$ cat config.mk
export PLATFORM = sky130hd
export DESIGN_NAME = rc4_decrypt_stream
export DESIGN_NICKNAME = d
export VERILOG_FILES = /design/src/rtl/rc4_decrypt_stream.sv
export SDC_FILE = /design/constraint.sdc
export NUM_CORES = 1
export LEC_CHECK = 0
export CAP_MARGIN = 10
export CORE_ASPECT_RATIO = 2
export CORE_MARGIN = 5
export CORE_UTILIZATION = 54
export DETAILED_ROUTE_END_ITERATION = 16
export PLACE_DENSITY_LB_ADDON = 0.08
export SLEW_MARGIN = 20
export SYNTH_ARGS = -nofsm -noshare
export SYNTH_HDL_FRONTEND = slang
export SYNTH_SLANG_ARGS = --single-unit
$ cat constraint.sdc
create_clock -name clk -period 2.8 [get_ports clk]
set_input_delay 0.56 -clock clk [delete_from_list [all_inputs] [get_ports clk]]
set_output_delay 0.56 -clock clk [all_outputs]
set_load 0.05 [all_outputs]
$ cat src/rtl/rc4_decrypt_stream.sv
`default_nettype none
// ============================================================================
// Module   : rc4_decrypt_stream
// Purpose  : RC4 PRGA loop of the key cracker. Generates the keystream from
//            the KSA-permuted S-memory and XORs it with the encrypted ROM.
//            Each plaintext byte is written to the decrypted RAM and offered
//            to the character checker over a new_char/compared_char
//            handshake. The checker's start_over aborts the run.
// Options  : `define RC4_HS_TIMEOUT_EN adds a handshake timeout on OFFER
//            (TIMEOUT_CYC parameter, hs_timeout output).
// Revision : 1.0 - initial release
// ============================================================================
module rc4_decrypt_stream #(
    parameter int MSG_LEN     = 32
`ifdef RC4_HS_TIMEOUT_EN
   ,parameter int TIMEOUT_CYC = 1024
`endif
) (
    input  logic       clk,
    input  logic       resetm,
    input  logic       start,
    input  logic       start_over,
    input  logic       compared_char,
    output logic [7:0] s_addr,
    output logic [7:0] s_wdata,
    output logic       s_wren,
    input  logic [7:0] s_q,
    output logic [4:0] rom_addr,
    input  logic [7:0] rom_q,
    output logic [4:0] dec_addr,
    output logic [7:0] dec_wdata,
    output logic       dec_wren,
    output logic       new_char,
    output logic [7:0] char_out,
    output logic [5:0] char_count,
`ifdef RC4_HS_TIMEOUT_EN
    output logic       hs_timeout,
`endif
    output logic       busy,
    output logic       done
);

    typedef enum logic [3:0] {
        ST_IDLE   = 4'd0,
        ST_RD_SI  = 4'd1,
        ST_WT_SI  = 4'd2,
        ST_CAP_SI = 4'd3,
        ST_WT_SJ  = 4'd4,
        ST_CAP_SJ = 4'd5,
        ST_WR_SI  = 4'd6,
        ST_WR_SJ  = 4'd7,
        ST_RD_F   = 4'd8,
        ST_WT_F   = 4'd9,
        ST_XOR_WR = 4'd10,
        ST_OFFER  = 4'd11,
        ST_NEXT   = 4'd12,
        ST_DONE   = 4'd13
    } state_t;

    state_t     state_q;
    logic [7:0] i_q, j_q, si_q, sj_q;
    logic [5:0] k_q;

    logic [7:0] s_addr_q, s_wdata_q, dec_wdata_q, char_out_q;
    logic [4:0] rom_addr_q, dec_addr_q;
    logic       s_wren_q, dec_wren_q, new_char_q, busy_q, done_q;

    // Next-state helper values for the index arithmetic (all 8-bit wrap)
    logic [7:0] i_d, j_d, f_addr_d, plain_d;
    logic [5:0] k_d;

`ifdef RC4_HS_TIMEOUT_EN
    localparam int TO_W = $clog2(TIMEOUT_CYC) + 1;
    logic [TO_W-1:0] to_cnt_q;
    logic            hs_timeout_q;
    assign hs_timeout = hs_timeout_q;
`endif

    assign i_d      = i_q + 8'd1;
    assign j_d      = j_q + s_q;
    assign f_addr_d = si_q + sj_q;
    assign plain_d  = s_q ^ rom_q;
    assign k_d      = k_q + 6'd1;

    // PRGA sequencer: one byte per pass RD_SI..NEXT, all outputs registered
    always_ff @(posedge clk or negedge resetm) begin
        if (!resetm) begin
            state_q     <= ST_IDLE;
            i_q         <= 8'd0;
            j_q         <= 8'd0;
            si_q        <= 8'd0;
            sj_q        <= 8'd0;
            k_q         <= 6'd0;
            s_addr_q    <= 8'd0;
            s_wdata_q   <= 8'd0;
            s_wren_q    <= 1'b0;
            rom_addr_q  <= 5'd0;
            dec_addr_q  <= 5'd0;
            dec_wdata_q <= 8'd0;
            dec_wren_q  <= 1'b0;
            new_char_q  <= 1'b0;
            char_out_q  <= 8'd0;
            busy_q      <= 1'b0;
            done_q      <= 1'b0;
`ifdef RC4_HS_TIMEOUT_EN
            to_cnt_q     <= '0;
            hs_timeout_q <= 1'b0;
`endif
        end else begin
            // Write enables are single-cycle pulses unless re-armed below
            s_wren_q   <= 1'b0;
            dec_wren_q <= 1'b0;
`ifdef RC4_HS_TIMEOUT_EN
            hs_timeout_q <= 1'b0;
`endif
            if (start_over) begin
                // Abort wins over every other input this cycle
                state_q    <= ST_IDLE;
                new_char_q <= 1'b0;
                busy_q     <= 1'b0;
                done_q     <= 1'b0;
                k_q        <= 6'd0;
            end else begin
                case (state_q)
                    ST_IDLE, ST_DONE: begin
                        if (start) begin
                            i_q     <= 8'd0;
                            j_q     <= 8'd0;
                            k_q     <= 6'd0;
                            busy_q  <= 1'b1;
                            done_q  <= 1'b0;
                            state_q <= ST_RD_SI;
                        end
                    end
                    ST_RD_SI: begin
                        i_q      <= i_d;
                        s_addr_q <= i_d;
                        state_q  <= ST_WT_SI;
                    end
                    ST_WT_SI:  state_q <= ST_CAP_SI;
                    ST_CAP_SI: begin
                        si_q     <= s_q;
                        j_q      <= j_d;
                        s_addr_q <= j_d;
                        state_q  <= ST_WT_SJ;
                    end
                    ST_WT_SJ:  state_q <= ST_CAP_SJ;
                    ST_CAP_SJ: begin
                        // Arm the S[i] <= S[j] write for the WR_SI cycle
                        sj_q      <= s_q;
                        s_addr_q  <= i_q;
                        s_wdata_q <= s_q;
                        s_wren_q  <= 1'b1;
                        state_q   <= ST_WR_SI;
                    end
                    ST_WR_SI: begin
                        // Arm the S[j] <= old S[i] write for the WR_SJ cycle
                        s_addr_q  <= j_q;
                        s_wdata_q <= si_q;
                        s_wren_q  <= 1'b1;
                        state_q   <= ST_WR_SJ;
                    end
                    ST_WR_SJ: begin
                        s_addr_q   <= f_addr_d;
                        rom_addr_q <= k_q[4:0];
                        state_q    <= ST_RD_F;
                    end
                    ST_RD_F:   state_q <= ST_WT_F;
                    ST_WT_F: begin
                        char_out_q  <= plain_d;
                        dec_addr_q  <= k_q[4:0];
                        dec_wdata_q <= plain_d;
                        dec_wren_q  <= 1'b1;
                        state_q     <= ST_XOR_WR;
                    end
                    ST_XOR_WR: begin
                        new_char_q <= 1'b1;
`ifdef RC4_HS_TIMEOUT_EN
                        to_cnt_q   <= '0;
`endif
                        state_q    <= ST_OFFER;
                    end
                    ST_OFFER: begin
                        if (compared_char) begin
                            new_char_q <= 1'b0;
                            state_q    <= ST_NEXT;
                        end
`ifdef RC4_HS_TIMEOUT_EN
                        else if (to_cnt_q == TO_W'(TIMEOUT_CYC - 1)) begin
                            hs_timeout_q <= 1'b1;
                            new_char_q   <= 1'b0;
                            busy_q       <= 1'b0;
                            state_q      <= ST_IDLE;
                        end else begin
                            to_cnt_q <= to_cnt_q + 1'b1;
                        end
`endif
                    end
                    ST_NEXT: begin
                        k_q <= k_d;
                        if (k_d == 6'(MSG_LEN)) begin
                            done_q  <= 1'b1;
                            busy_q  <= 1'b0;
                            state_q <= ST_DONE;
                        end else begin
                            state_q <= ST_RD_SI;
                        end
                    end
                    default: state_q <= ST_IDLE;
                endcase
            end
        end
    end

    assign s_addr     = s_addr_q;
    assign s_wdata    = s_wdata_q;
    assign s_wren     = s_wren_q;
    assign rom_addr   = rom_addr_q;
    assign dec_addr   = dec_addr_q;
    assign dec_wdata  = dec_wdata_q;
    assign dec_wren   = dec_wren_q;
    assign new_char   = new_char_q;
    assign char_out   = char_out_q;
    assign char_count = k_q;
    assign busy       = busy_q;
    assign done       = done_q;

endmodule
`default_nettype wire
==> results.toml, run 1 <==
[cts]
cts_tree = "built"
clkLatencyLatePin_ns = 0.34
cts_buffers = 9
clockBufferDepth = 2
postCtsHoldBufs = 0
post-cts-setup-buffers = 0
h-tree-depth = 3
numClockSinks = 81
post_cts_resized = 0
clk_pin_slew_ns = 0.06
root_buffer = "clkbuf_16"

[place]
dp.cells = 635
dp_hpwl_um = 8720
placed_area_sq_um = 5410
dp_slack_ns = -0.121
port_buffers = 73
finalWeightedCongestion = 0.866

[yosys]
ys_warn_count = 0
synthesis.nets = 512
yosysSeqAreaShare_pct = 44.2
synth-seq-cells = 81
async_flop_share_pct = 100
syn_inst = 473
ys_types = 59
avgSynthCellArea_sq_um = 9.69
synth_area_sq_um = 4580
synth_top_flop_cell = "dfrtp_1"
synth-edff-count = 0
synth_commonest_cells = "dfrtp_1 (81), nand2_1 (56), o21ai_0 (44)"
synth.most_common_cell = "dfrtp_1"
synth_area_leaders = "dfrtp_1 (44%), o21ai_0 (4.8%), mux2_2 (4.7%), nand2_1 (4.6%), ha_1 (4.4%)"
synth_largest_area_cell = "dfrtp_1"
yosysTopAreaCellShare_pct = 44.2

[route]
route.detailed.drc = 0
avgViaCountPerCell = 5.83
antenna_left = 0
drtIter0Drc = 190
wl_per_cell_um = 17.5
vias = 3797
routed_wl_um = 11400
drtPass1Iterations = 4

[layout]
diodes = 0
final_area_sq_um = 5730
area_growth_pct = 25.0
num-nets-final = 587
drive_above_1_share_pct = 11.9
fin_util_pct = 69.1
final_cells = 651

[critical_path]
r2r_setup_slack_ns = 0.51
r2r_start = "state_q[0]$_DFFE_PN0P_"
cp_common_cell = "o21ai_0"
crit_required_ns = 3.00
crit_cells = 11
slowest_delay_ns = 0.60
crit_buf_inv = 3
endpoint_kind = "flip-flop"
reg2reg_depth = 5
reg2reg_to = "si_q[6]$_DFFE_PN0P_"
crit_type = "in -> reg"
cp_cell_sequence = "clkdlybuf4s50_1 -> ha_1 -> inv_1 -> fa_1 -> nor2b_1 -> o21ai_0 -> a21boi_0 -> buf_4 -> nor4_1 -> a211oi_1 -> o21ai_0"
crit_start = "s_q[0]"
cp.arrival_ns = 2.78
startpoint_type = "primary input"
cp_slowest_cell = "clkdlybuf4s50_1"
crit_end = "j_q[6]$_DFFE_PN0P_"
cp_max_fo = 5
cpLargestDelayFamily = "buffers and inverters"

[timing]
worst_pin_slew_ns = 0.729
fin_crit_ns = 2.58
finalSetupViolCount = 0
skew_ns = 0.00459
hold_viol = 0
timing.hold.ws_ns = 0.201
setup_tns_ns = 0
slew_violations = 0
relSlewSlack_pct = 51.4
min_period_over_period_pct = 92.0
max_freq_mhz = 388
setup_slack_ns = 0.223
rsz0062_at_grt = "false"

[power_and_ir_drop]
ir_worst_vdd_mv = 0.489
p_leak_nw = 2.53
p_total_mw = 4.12
power.density_nw_per_um2 = 720

[floorplan]
rows = 47
die_w_um = 75.1
die_area_sq_um = 10500
fp.dieH_um = 140
start_util_pct = 55.3
core_sq_um = 8290
io_pins = 74

[flow_run]
maxCapViolations = 0

[grt]
overflow = 0
grt_use_total_pct = 23.0
grt_pass1_wl_um = 18700
grt_pass1_vias = 3865
antenna_found_initial = 0
grt_max_degree = 42

[min_path]
min_path_type = "in -> async"

[run_status]
status = "complete, no violations"
[cell usage in the layout (no fill, tap or decap), types with 4 or more instances in the layout]
cell	Yosys	final
dfrtp_1	81	81
clkdlybuf4s50_1	0	72
nand2_1	56	56
o21ai_0	44	44
a21oi_1	29	29
nor2_1	26	26
mux2_2	19	19
inv_1	18	18
xnor2_1	16	16
ha_1	16	16
buf_4	11	16
nand3_1	14	14
clkbuf_16	0	9
o22ai_1	8	8
mux2i_1	8	8
nand2b_1	7	7
o21ai_1	7	7
xor2_1	7	7
a22oi_1	7	7
a21o_1	6	6
mux2_1	6	6
a22o_1	5	5
a31oi_1	5	5
nor3_1	5	5
nor2b_1	4	4
and3_1	4	4
[sequential cells by signal, indices dropped and copies added (netlist names), 4 cells and up]
signal and count:
s_wdata 8, char_count 6, si_q 8, s_addr 8
i_q 8, j_q 8, rom_addr 5, state_q 4
dec_addr 5, char_out 8, sj_q 8
[layout make-up]
class,count,area [sq um]
well taps,98,123
clock inverters,7,95.1
fillers,678,2560
repair buffers,89,861
inverters,18,67.6
flip-flops and latches,81,2030
multi-input cells,349,2330
clock buffers,9,225
[report_power, final]
part	total (mW)	leakage (nW)	internal, mW	switching, mW
clock	1.26	0.155	0.780	0.483
sequential	1.55	1.09	1.36	0.183
combinational	1.31	1.28	0.513	0.801
total	4.12	2.53	2.65	1.47
[logic make-up (layout without fill, tap and decap cells)]
group                    after synthesis  count (layout)  share of synthesized area, %
AO/OA/AOI/OAI                        136             136                          18.3
multiplexers                          33              33                          7.89
buffers and inverters                 43             123                          4.97
adder cells (fa/ha/maj)               18              18                          5.24
flip-flops                            81              81                          44.2
XOR/XNOR                              23              23                          4.40
AND/OR/NAND/NOR                      139             139                          14.9
[worst register-to-register path, delay by kind of cell, from the launching register on]
family	cells	cell delay (ns)
simple gates	2	0.80
flops	1	0.65
mux	1	0.38
compound gates	2	0.35
[per-layer routing]
layer | track usage, % | wire [um]
met1 | 27.0 | 4270
met2 | 38.4 | 6010
met3 | 4.30 | 573
met4 | 12.6 | 534
met5 | 0 | 0
[worst min-delay path by stage]
stage,startpoint,endpoint,slack (ns),cells past startpoint
after floorplan,resetm,busy$_DFFE_PN0P_,0.26,0
after global placement,s_wdata[1]$_DFFE_PN0P_,s_wdata[1]$_DFFE_PN0P_,0.46,2
after detailed placement,s_wdata[6]$_DFFE_PN0P_,s_wdata[6]$_DFFE_PN0P_,0.47,2
after CTS,resetm,s_wren$_DFF_PN0_,0.22,1
after global routing,resetm,s_wren$_DFF_PN0_,0.24,1
final,resetm,char_out[6]$_DFFE_PN0P_,0.20,1
(Power assumes the default switching activity.)
==> run 2, diff against run 1 <==
--- a/config.mk
+++ b/config.mk
@@ -10,6 +10,7 @@
 export CORE_MARGIN = 5
 export CORE_UTILIZATION = 54
 export DETAILED_ROUTE_END_ITERATION = 16
+export GPL_ROUTABILITY_DRIVEN = 0
 export PLACE_DENSITY_LB_ADDON = 0.08
 export SLEW_MARGIN = 20
 export SYNTH_ARGS = -nofsm -noshare
==> run 2 against run 1 <==
Compared with the run above:
- first-iteration DRC count is 36% higher
- global-route usage is essentially flat
- clock-buffer cell count unchanged
- hold slack worse by 0.031 ns
- maximum frequency shrank 2.3%
- utilization down 0.29 points
- critical path depth unchanged
- non-clock buffer count did not move
- worst setup slack worse by 0.060 ns
- design area is 0.42% lower
- via count shrank 0.55%
- sequential share of layout area up 0.15 points
- highest routed layer unchanged
==> results.toml, run 2 (synthesis results as in run 1) <==
[critical_path]
crit_type = "in -> reg"
reg2reg_depth = 5
r2r_start = "state_q[0]$_DFFE_PN0P_"
crit_required_ns = 3.01
reg2reg_to = "si_q[2]$_DFFE_PN0P_"
r2r_setup_slack_ns = 0.53
endpoint_kind = "flip-flop"
crit_start = "s_q[0]"
cp.arrival_ns = 2.84
cp_max_fo = 5
startpoint_type = "primary input"

[flow_run]
maxCapViolations = 0

[power_and_ir_drop]
clkPwrFrac_pct = 29.2
ir_worst_vdd_mv = 0.492
p_sw_mw = 1.46
swShare_pct = 36.3
power.density_nw_per_um2 = 705
p_seq_share_pct = 38.2
p_total_mw = 4.02
p_leak_nw = 2.51
p_comb_share_pct = 32.6
p_int_mw = 2.56

[route]
routed_wl_um = 11300
drtIter0Drc = 258
drtPass1Iterations = 5
vias = 3776
route.detailed.drc = 0
antenna_left = 0
wl_per_cell_um = 17.3
avgViaCountPerCell = 5.80

[cts]
root_buffer = "clkbuf_16"
clk_pin_slew_ns = 0.06
numClockSinks = 81
post_cts_resized = 0
h-tree-depth = 3
postCtsHoldBufs = 0
cts_tree = "built"
cts_buffers = 9
clockBufferDepth = 2
post-cts-setup-buffers = 0
clkLatencyLatePin_ns = 0.34

[floorplan]
core_sq_um = 8290
io_pins = 74
die_w_um = 75.1
start_util_pct = 55.3
fp.dieH_um = 140
die_area_sq_um = 10500
rows = 47

[grt]
antenna_found_initial = 0
top_usage_layer = "met2"
met3_usage_pct = 3.66
met2_usage_pct = 39.3
grt_use_total_pct = 23.0
grt_pass1_vias = 3844
overflow = 0
grt_max_degree = 48
grt_pass1_wl_um = 18700
grt.met1_usage_pct = 26.7

[layout]
multi_input_area_sq_um = 2330
fin_util_pct = 68.8
num-nets-final = 587
area_growth_pct = 24.4
final_cell_mix = "dfrtp_1 (81), clkdlybuf4s50_1 (72), nand2_1 (56)"
drive_above_1_share_pct = 11.9
final_area_sq_um = 5700
diodes = 0
seqCellArea_sq_um = 2030
nFillCells = 661
final_common_cell = "dfrtp_1"

[timing]
max_freq_mhz = 379
skew_ns = 0.00533
rsz0062_at_grt = "false"
min_period_over_period_pct = 94.2
relSlewSlack_pct = 51.5
finalSetupViolCount = 0
slew_violations = 0
hold_viol = 0
worst_pin_slew_ns = 0.721
timing.hold.ws_ns = 0.170
fin_crit_ns = 2.64

[min_path]
min_path_type = "in -> async"

[place]
dp_hpwl_um = 8670
placed_area_sq_um = 5410
port_buffers = 73

[run_status]
status = "complete, no violations"
-- run 2: cell count changes in the layout (fill, tap and decap cells not counted), sizes merged --
cell and delta:
clkinv -1, bufinv -1, clkinvlp +2
-- run 2: final cells by class --
| cell class | instances | share of cell area [%] |
|---|---|---|
| Inverter | 18 | 1.18 |
| Sequential cell | 81 | 35.5 |
| Clock buffer | 9 | 3.95 |
| Clock inverter | 7 | 1.25 |
| Timing Repair Buffer | 89 | 15.1 |
| Multi-Input combinational cell | 349 | 40.8 |
| Tap cell | 98 | 2.15 |
-- run 2: per-stage QoR --
| step | setup TNS, ns | instances | setup WS [ns] |
|---|---|---|---|
| final | 0 | 651 | 0.163 |
| after global routing | 0 | 651 | 0.00814 |
| after CTS | 0 | 651 | 0.174 |
| after detailed placement | -0.454 | 635 | -0.171 |
| after global placement | -0.139 | 635 | -0.0744 |
| after floorplan | 0 | 473 | 0.637 |
-- run 2: power groups by stage --
| stage | combinational [mW] | sequential, mW | clock, mW |
|---|---|---|---|
| after global routing | 1.42 | 1.56 | 1.24 |
| after detailed placement | 1.31 | 1.55 | 0 |
| final | 1.31 | 1.54 | 1.18 |
| after global placement | 1.30 | 1.54 | 0 |
| after floorplan | 0.622 | 1.80 | 0 |
| after CTS | 1.32 | 1.54 | 1.19 |
-- run 2: per-layer routing --
layer / part of all wire (%) / vias to the layer above
met4: 4.0 / 0
met5: 0 / -
met1: 38 / 1803
li1: - / 1836
met3: 4.9 / 27
met2: 53 / 110
-- run 2: how the worst max path moves through the flow --
stage                    endpoint  slack [ns]  cells after the start
2_1_floorplan  j_q[6]$_DFFE_PN0P_        0.64                      9
6_report       j_q[6]$_DFFE_PN0P_        0.16                     11
4_1_cts        j_q[6]$_DFFE_PN0P_        0.17                     11
5_1_grt        j_q[6]$_DFFE_PN0P_       0.008                     11
3_5_place_dp   j_q[6]$_DFFE_PN0P_       -0.17                     11
3_3_place_gp   j_q[6]$_DFFE_PN0P_       -0.07                     11
-- run 2: critical path, stage by stage --
cell and delay (ns):
clkdlybuf4s50_1 0.62, ha_1 0.22, inv_1 0.06, fa_1 0.41, nor2b_1 0.13, o21ai_0 0.09
a21boi_0 0.19, buf_4 0.15, nor4_1 0.04, a211oi_1 0.25, o21ai_0 0.13
